[src/rtl/terminal_pkg.sv]
// Shared constants for the terminal video-memory writer.
// Combinational-only content: geometry defaults, key/ASCII codes, FSM encoding.
// No flow control lives here.
package terminal_pkg;

    localparam int COLS_DEF = 70;
    localparam int ROWS_DEF = 30;
    localparam int AW_DEF   = 13;

    // E0-prefixed PS/2 arrow-key scan codes
    localparam logic [7:0] KEY_UP    = 8'h75;
    localparam logic [7:0] KEY_DOWN  = 8'h72;
    localparam logic [7:0] KEY_LEFT  = 8'h6B;
    localparam logic [7:0] KEY_RIGHT = 8'h74;

    localparam logic [7:0] ASC_BS    = 8'h08;
    localparam logic [7:0] ASC_LF    = 8'h0A;
    localparam logic [7:0] ASC_CR    = 8'h0D;
    localparam logic [7:0] ASC_SPACE = 8'h20;

    localparam logic [1:0] ST_CLR_ALL = 2'd0;
    localparam logic [1:0] ST_IDLE    = 2'd1;
    localparam logic [1:0] ST_CLR_ROW = 2'd2;

endpackage

[src/rtl/vm_cell_addr.sv]
// Maps (top_row, screen row, column) to a physical character-RAM address.
// Purely combinational, zero latency.
// No backpressure; shared by the char path and the row-clear path.
module vm_cell_addr
    import terminal_pkg::*;
#(
    parameter int COLS = COLS_DEF,
    parameter int ROWS = ROWS_DEF,
    parameter int AW   = AW_DEF
) (
    input  logic [4:0]    i_top_row,
    input  logic [4:0]    i_row,
    input  logic [6:0]    i_col,
    output logic [AW-1:0] o_addr
);

    logic [5:0] w_sum;
    logic [4:0] w_prow;

    // Both operands are below ROWS, so one conditional subtract is a full mod.
    assign w_sum  = {1'b0, i_top_row} + {1'b0, i_row};
    assign w_prow = (w_sum >= 6'(ROWS)) ? 5'(w_sum - 6'(ROWS)) : w_sum[4:0];
    assign o_addr = AW'(w_prow) * AW'(COLS) + AW'(i_col);

endmodule

[src/rtl/terminal_vm_writer.sv]
// Character video-memory writer: cursor, scroll origin and RAM write port.
// Accepted char -> registered RAM write one cycle later; cursor updates with it.
// char_ready is low during full-screen clear and during the row clear after a scroll.
module terminal_vm_writer
    import terminal_pkg::*;
#(
    parameter int COLS = COLS_DEF,
    parameter int ROWS = ROWS_DEF,
    parameter int AW   = AW_DEF
) (
    input  logic          clk,
    input  logic          rst,
    input  logic          char_valid,
    input  logic [7:0]    char_data,
    output logic          char_ready,
    input  logic          dir_valid,
    input  logic [7:0]    dir_code,
    output logic          vm_we,
    output logic [AW-1:0] vm_waddr,
    output logic [7:0]    vm_wdata,
    output logic [AW-1:0] roll_cnt,
    output logic [6:0]    cursor_x,
    output logic [4:0]    cursor_y
);

    localparam logic [6:0]    LAST_COL  = 7'(COLS - 1);
    localparam logic [4:0]    LAST_ROW  = 5'(ROWS - 1);
    localparam logic [AW-1:0] CELLS     = AW'(ROWS * COLS);
    localparam logic [AW-1:0] COLS_A    = AW'(COLS);
    localparam logic [AW-1:0] ROLL_LAST = AW'((ROWS - 1) * COLS);

    logic [1:0]    r_state;
    logic [AW-1:0] r_cnt;
    logic [6:0]    r_cx;
    logic [4:0]    r_cy;
    logic [4:0]    r_top;
    logic [AW-1:0] r_roll;
    logic          r_we;
    logic [AW-1:0] r_waddr;
    logic [7:0]    r_wdata;

    logic          w_acc;
    logic          w_print;
    logic          w_nl;
    logic          w_bs;
    logic          w_eol;
    logic          w_bot;
    logic          w_adv;
    logic [4:0]    w_a_row;
    logic [6:0]    w_a_col;
    logic [AW-1:0] w_addr;

    assign char_ready = (r_state == ST_IDLE);
    assign w_acc      = char_valid && char_ready;
    assign w_print    = (char_data >= 8'h20) && (char_data <= 8'h7E);
    assign w_nl       = (char_data == ASC_CR) || (char_data == ASC_LF);
    assign w_bs       = (char_data == ASC_BS);
    assign w_eol      = (r_cx == LAST_COL);
    assign w_bot      = (r_cy == LAST_ROW);
    assign w_adv      = w_nl || (w_print && w_eol);

    // Pick the cell for the address unit. A newline that scrolls clears the
    // first cell of the new bottom row on the accepting edge; that row is the
    // old top row, i.e. screen row 0 under the pre-scroll origin.
    always_comb begin
        w_a_row = r_cy;
        w_a_col = r_cx;
        if (r_state == ST_CLR_ROW) begin
            w_a_row = LAST_ROW;
            w_a_col = r_cnt[6:0];
        end else if (w_nl) begin
            w_a_row = 5'd0;
            w_a_col = 7'd0;
        end else if (w_bs) begin
            w_a_col = r_cx - 7'd1;
        end
    end

    vm_cell_addr #(.COLS(COLS), .ROWS(ROWS), .AW(AW)) u_addr (
        .i_top_row (r_top),
        .i_row     (w_a_row),
        .i_col     (w_a_col),
        .o_addr    (w_addr)
    );

    // FSM, cursor/origin bookkeeping and the registered write port.
    always_ff @(posedge clk) begin
        if (rst) begin
            r_state <= ST_CLR_ALL;
            r_cnt   <= '0;
            r_cx    <= '0;
            r_cy    <= '0;
            r_top   <= '0;
            r_roll  <= '0;
            r_we    <= 1'b0;
            r_waddr <= '0;
            r_wdata <= '0;
        end else begin
            r_we <= 1'b0;
            case (r_state)
                ST_CLR_ALL: begin
                    if (r_cnt < CELLS) begin
                        r_we    <= 1'b1;
                        r_waddr <= r_cnt;
                        r_wdata <= ASC_SPACE;
                        r_cnt   <= r_cnt + 1'b1;
                    end else begin
                        r_cnt   <= '0;
                        r_state <= ST_IDLE;
                    end
                end
                ST_CLR_ROW: begin
                    if (r_cnt < COLS_A) begin
                        r_we    <= 1'b1;
                        r_waddr <= w_addr;
                        r_wdata <= ASC_SPACE;
                        r_cnt   <= r_cnt + 1'b1;
                    end else begin
                        r_cnt   <= '0;
                        r_state <= ST_IDLE;
                    end
                end
                ST_IDLE: begin
                    if (w_acc) begin
                        if (w_print) begin
                            r_we    <= 1'b1;
                            r_waddr <= w_addr;
                            r_wdata <= char_data;
                            r_cx    <= r_cx + 7'd1;
                        end else if (w_bs && (r_cx != 7'd0)) begin
                            r_we    <= 1'b1;
                            r_waddr <= w_addr;
                            r_wdata <= ASC_SPACE;
                            r_cx    <= r_cx - 7'd1;
                        end
                        if (w_adv) begin
                            r_cx <= 7'd0;
                            if (!w_bot) begin
                                r_cy <= r_cy + 5'd1;
                            end else begin
                                r_top   <= (r_top == LAST_ROW) ? 5'd0 : r_top + 5'd1;
                                r_roll  <= (r_roll == ROLL_LAST) ? '0 : r_roll + COLS_A;
                                r_state <= ST_CLR_ROW;
                                if (w_nl) begin
                                    // No own write: start the row clear now.
                                    r_we    <= 1'b1;
                                    r_waddr <= w_addr;
                                    r_wdata <= ASC_SPACE;
                                    r_cnt   <= AW'(1);
                                end else begin
                                    r_cnt   <= '0;
                                end
                            end
                        end
                    end else if (dir_valid) begin
                        case (dir_code)
                            KEY_UP:    if (r_cy != 5'd0)    r_cy <= r_cy - 5'd1;
                            KEY_DOWN:  if (r_cy != LAST_ROW) r_cy <= r_cy + 5'd1;
                            KEY_LEFT:  if (r_cx != 7'd0)    r_cx <= r_cx - 7'd1;
                            KEY_RIGHT: if (r_cx != LAST_COL) r_cx <= r_cx + 7'd1;
                            default: ;
                        endcase
                    end
                end
                default: begin
                    r_state <= ST_CLR_ALL;
                    r_cnt   <= '0;
                end
            endcase
        end
    end

    assign vm_we    = r_we;
    assign vm_waddr = r_waddr;
    assign vm_wdata = r_wdata;
    assign roll_cnt = r_roll;
    assign cursor_x = r_cx;
    assign cursor_y = r_cy;

endmodule

[config.mk]
export PLATFORM = sky130hd
export DESIGN_NAME = terminal_vm_writer
export DESIGN_NICKNAME = d
export VERILOG_FILES = /design/src/rtl/terminal_pkg.sv /design/src/rtl/vm_cell_addr.sv /design/src/rtl/terminal_vm_writer.sv
export SDC_FILE = /design/constraint.sdc
export NUM_CORES = 1
export LEC_CHECK = 0
export CORE_MARGIN = 3
export CORE_UTILIZATION = 45
export DETAILED_ROUTE_END_ITERATION = 6
export PLACE_DENSITY = 0.67
export SETUP_SLACK_MARGIN = 0.2
export SYNTH_ARGS = -nofsm -noshare
export SYNTH_HDL_FRONTEND = slang
export SYNTH_HIERARCHICAL = 1
export SYNTH_SLANG_ARGS = --single-unit
[constraint.sdc]
create_clock -name clk -period 9.8 [get_ports clk]
set_clock_uncertainty 0.05 [all_clocks]
set_input_delay 2.45 -clock clk [delete_from_list [all_inputs] [get_ports clk]]
set_output_delay 2.45 -clock clk [all_outputs]
set_load 0.005 [all_outputs]
==> impl_metrics.env, run 1 <==
export IMPL_area_growth_synth_to_final_pct=19.5
export IMPL_post_cts_setup_buffer_count=0
export IMPL_finalSetupViolCount=0
export IMPL_switching_fraction_of_total_power_pct=21.4
export IMPL_reg2reg_setup_slack_ns=3.37
export IMPL_cts_clk_slew_worst_paths_ns=0.05
export IMPL_detailroute_via_count=4893
export IMPL_layout_drive_gt1_share_pct=9.64
export IMPL_seqCellArea_sq_um=1320
export IMPL_max_clock_path_buffers=2
export IMPL_synth_common_cells="dfxtp_1, nand2_1, nor2_1"
export IMPL_ioPinCount=68
export IMPL_synth_top_cell_area_share_pct=25.7
export IMPL_syn_nets=684
export IMPL_power_report_internal_total_uw=501
export IMPL_detailed_place_hpwl_um=10500
export IMPL_tritoncts="yes"
export IMPL_vdd_ir_drop_worst_uv=80.2
export IMPL_netlist_area_sq_um=5140
export IMPL_timing_worst_setup_path_type="in2reg"
export IMPL_dieArea_sq_um=12700
export IMPL_crit_path_end_kind="register"
export IMPL_power_switching_uw=136
export IMPL_synth_most_common_cell="dfxtp_1"
export IMPL_post_synthesis_sequential_element_count=66
export IMPL_detail_route_wirelength_um=14300
export IMPL_drt_wirelength_per_cell_um=17.6
export IMPL_critical_path_arrival_ns=8.78
export IMPL_synthesis_area_per_instance_sq_um=8.25
export IMPL_drt_first_pass_iters=7
export IMPL_n_fill_cell=975
export IMPL_grt_use_total_pct=22.7
export IMPL_start_util_pct=46.8
export IMPL_power_clock_fraction_pct=52.3
export IMPL_wire_length_of_the_first_global_routing_pass_um=23600
export IMPL_achievable_frequency_mhz=116
export IMPL_drt_vias_per_instance=6.01
export IMPL_grt_pass1_vias=4783
export IMPL_worstSetupStartpointType="input pin"
export IMPL_synth_sequential_area_ratio_pct=25.7
export IMPL_drv_max_cap_violation_count=0
export IMPL_slew_at_the_pin_closest_to_its_max_slew_limit_ns=0.786
export IMPL_post_cts_resized_instances=0
export IMPL_drc_errors=0
export IMPL_grt_ovfl_total=0
export IMPL_buffer_ports_inserted=66
export IMPL_hold_path_class="reg2reg"
export IMPL_power_combinational_fraction_pct=4.8
export IMPL_multi_input_gate_area_sq_um=3540
export IMPL_setup_repair_after_global_routing_missed_its_margin="false"
export IMPL_die_height_um=113
export IMPL_edff_count_synth=0
export IMPL_placed_cell_count=799
export IMPL_pwr_share_seq_pct=42.9
export IMPL_cts_htree_levels=3
export IMPL_layout_cells_non_filler=814
export IMPL_cts_buffers=9
export IMPL_critical_path_max_fanout=12
export IMPL_final_min_clock_period_ns=8.59
export IMPL_leakage_nw=2.30
export IMPL_antenna_cells=0
export IMPL_core_region_area_sq_um=11000
export IMPL_netlist_cell_type_count=80
export IMPL_main_flop_type_after_synthesis="dfxtp_1"
export IMPL_timing_max_slew_rel_slack_pct=47.6
export IMPL_grt_max_degree=59
export IMPL_async_flop_share_pct=0
export IMPL_final_hold_viol_count=0
export IMPL_run_status="finished, final reports clean"
export IMPL_fin_nets=731
export IMPL_power_density_nw_per_um2=104
export IMPL_final_antenna_net_count=0
export IMPL_totalNegativeSetupSlack_ns=0
export IMPL_clock_latency_ns=0.34
export IMPL_tritoncts_num_sinks=66
export IMPL_synth_largest_area_cell="dfxtp_1"
export IMPL_fp_dieW_um=113
export IMPL_worstPathRequired_ns=9.99
export IMPL_synthTopCellsByArea="dfxtp_1, ha_1, nand2_1"
export IMPL_synth_warnings=6
export IMPL_globalplace_congestion=0.850
export IMPL_cts_hold_fix_buffers=0
export IMPL_detailedRoute_firstIterationViolations=350
export IMPL_timing_final_crit_share_pct=87.7
export IMPL_syn_instance_count=623
export IMPL_grt_antenna_before_repair=0
export IMPL_placementRows=38
export IMPL_final_max_slew_violation_count=0
export IMPL_clockRootBuffer="clkbuf_16"
layer usage:
layer	global-route usage, %	vias up	part of all wire (%)
met2	35.9	148	46
met4	9.78	0	1.9
met5	0	-	0
met1	30.7	2332	46
li1	-	2392	-
met3	3.85	21	6.1
state kept, by name, indices dropped and copies added (netlist names):
signal and cells:
cursor_y 5, r_top 5, vm_wdata 8, r_state 2
roll_cnt 12, vm_waddr 13, vm_we 1, r_cnt 13
cursor_x 7
power by group through the flow:
stage	Combinational (mW)	Clock [mW]	Sequential, mW
after global placement	0.0294	0	0.279
after detailed placement	0.0302	0	0.279
final	0.0306	0.333	0.273
after floorplan	0.0156	0	0.278
after CTS	0.0303	0.339	0.273
after global routing	0.0330	0.349	0.273
critical path: stages:
cell             delay (ns)
clkdlybuf4s50_1        0.47
nor4_1                 0.60
o211ai_1               0.20
buf_4                  0.24
nand2_1                0.07
nand2_1                0.05
ha_1                   0.22
fa_1                   0.42
nand3_1                0.11
nand2_1                0.07
xor2_1                 0.31
a31oi_1                0.15
o22ai_1                0.31
inv_1                  0.14
ha_1                   0.23
ha_1                   0.29
ha_1                   0.32
ha_1                   0.33
o21ai_0                0.09
nor2_1                 0.21
nor4_1                 0.10
nor4_2                 0.36
nand2b_1               0.10
o22ai_1                0.21
xnor2_1                0.17
a21o_1                 0.14
a21oi_1                0.07
a2111oi_2              0.32
stage by stage:
stage	util [%]	hold WS [ns]	area, sq um	worst slack, ns	power [mW]
after floorplan	-	0.405	5140	1.87	0.293
after global placement	53.1	0.393	5830	1.18	0.308
after detailed placement	53.1	0.403	5830	1.02	0.309
after CTS	55.9	0.424	6140	1.36	0.642
after global routing	55.9	0.454	6140	0.734	0.655
final	55.9	0.420	6140	1.21	0.637
area by class of cell:
type                            count  area share, %
Clock buffer                       13           4.40
Clock inverter                      2          0.571
Inverter                           31           1.90
Multi-Input combinational cell    493           57.7
Sequential cell                    66           21.5
Tap cell                          140           2.85
Timing Repair Buffer               69           11.0
placed cells by master (no fill, tap or decap), types with 4 or more instances in the layout:
master,netlist,routed
mux2i_1,7,7
a31oi_1,8,8
a32o_1,9,9
nand3_1,21,21
nand2_1,61,61
nand4_1,8,8
or2_2,5,5
nor2_1,59,59
o32ai_1,5,5
or3_1,8,8
and3_1,6,6
a22o_1,6,6
nand4b_1,5,5
nor3b_1,8,8
o2111ai_1,4,4
xnor2_1,23,23
a21oi_1,39,39
ha_1,38,38
xor2_1,12,12
inv_1,31,31
clkdlybuf4s50_1,0,65
o22ai_1,5,5
nor3_1,12,12
a2111oi_2,11,11
clkbuf_16,0,9
a21oi_2,4,4
and2_1,4,4
o21ai_0,12,12
a211oi_1,8,8
o21ai_1,6,6
a21o_1,18,18
nor4_1,7,7
dfxtp_1,66,66
kinds of logic (layout without fill, tap and decap cells):
logic type / count (synthesis) / after routing / synth area share [%]
DFF: 66 / 66 / 25.7
and+or+nand+nor: 231 / 231 / 23.3
xor gates and xnor gates: 36 / 36 / 6.28
AOI/OAI and AO/OA: 173 / 173 / 26.8
muxes: 9 / 9 / 1.80
adders and majority gates: 42 / 42 / 10.6
buffers and inverters: 64 / 115 / 5.36
other: 2 / 2 / 0.146
final timing paths:
check / start / endpoint / cells after the start
min: vm_wdata[7] / vm_wdata[7] / 1
max reg2reg: r_state[0] / vm_waddr[10] / 25
max: char_data[5] / vm_waddr[10] / 28
min reg2reg: vm_wdata[7] / vm_wdata[7] / 1
Power figures use the tool's default switching activity.
==> run 2: changes to the inputs <==
- SKIP_LAST_GASP: unset -> 1
==> results of run 2 <==
The final DEF is identical to that of run 1; final timing and power are the same.
==> run 3: changes to the inputs <==
- CAP_MARGIN: unset -> 40
- SETUP_SLACK_MARGIN: 0.2 -> unset
==> results of run 3 <==
The final DEF is identical to that of run 1; final timing and power are the same.
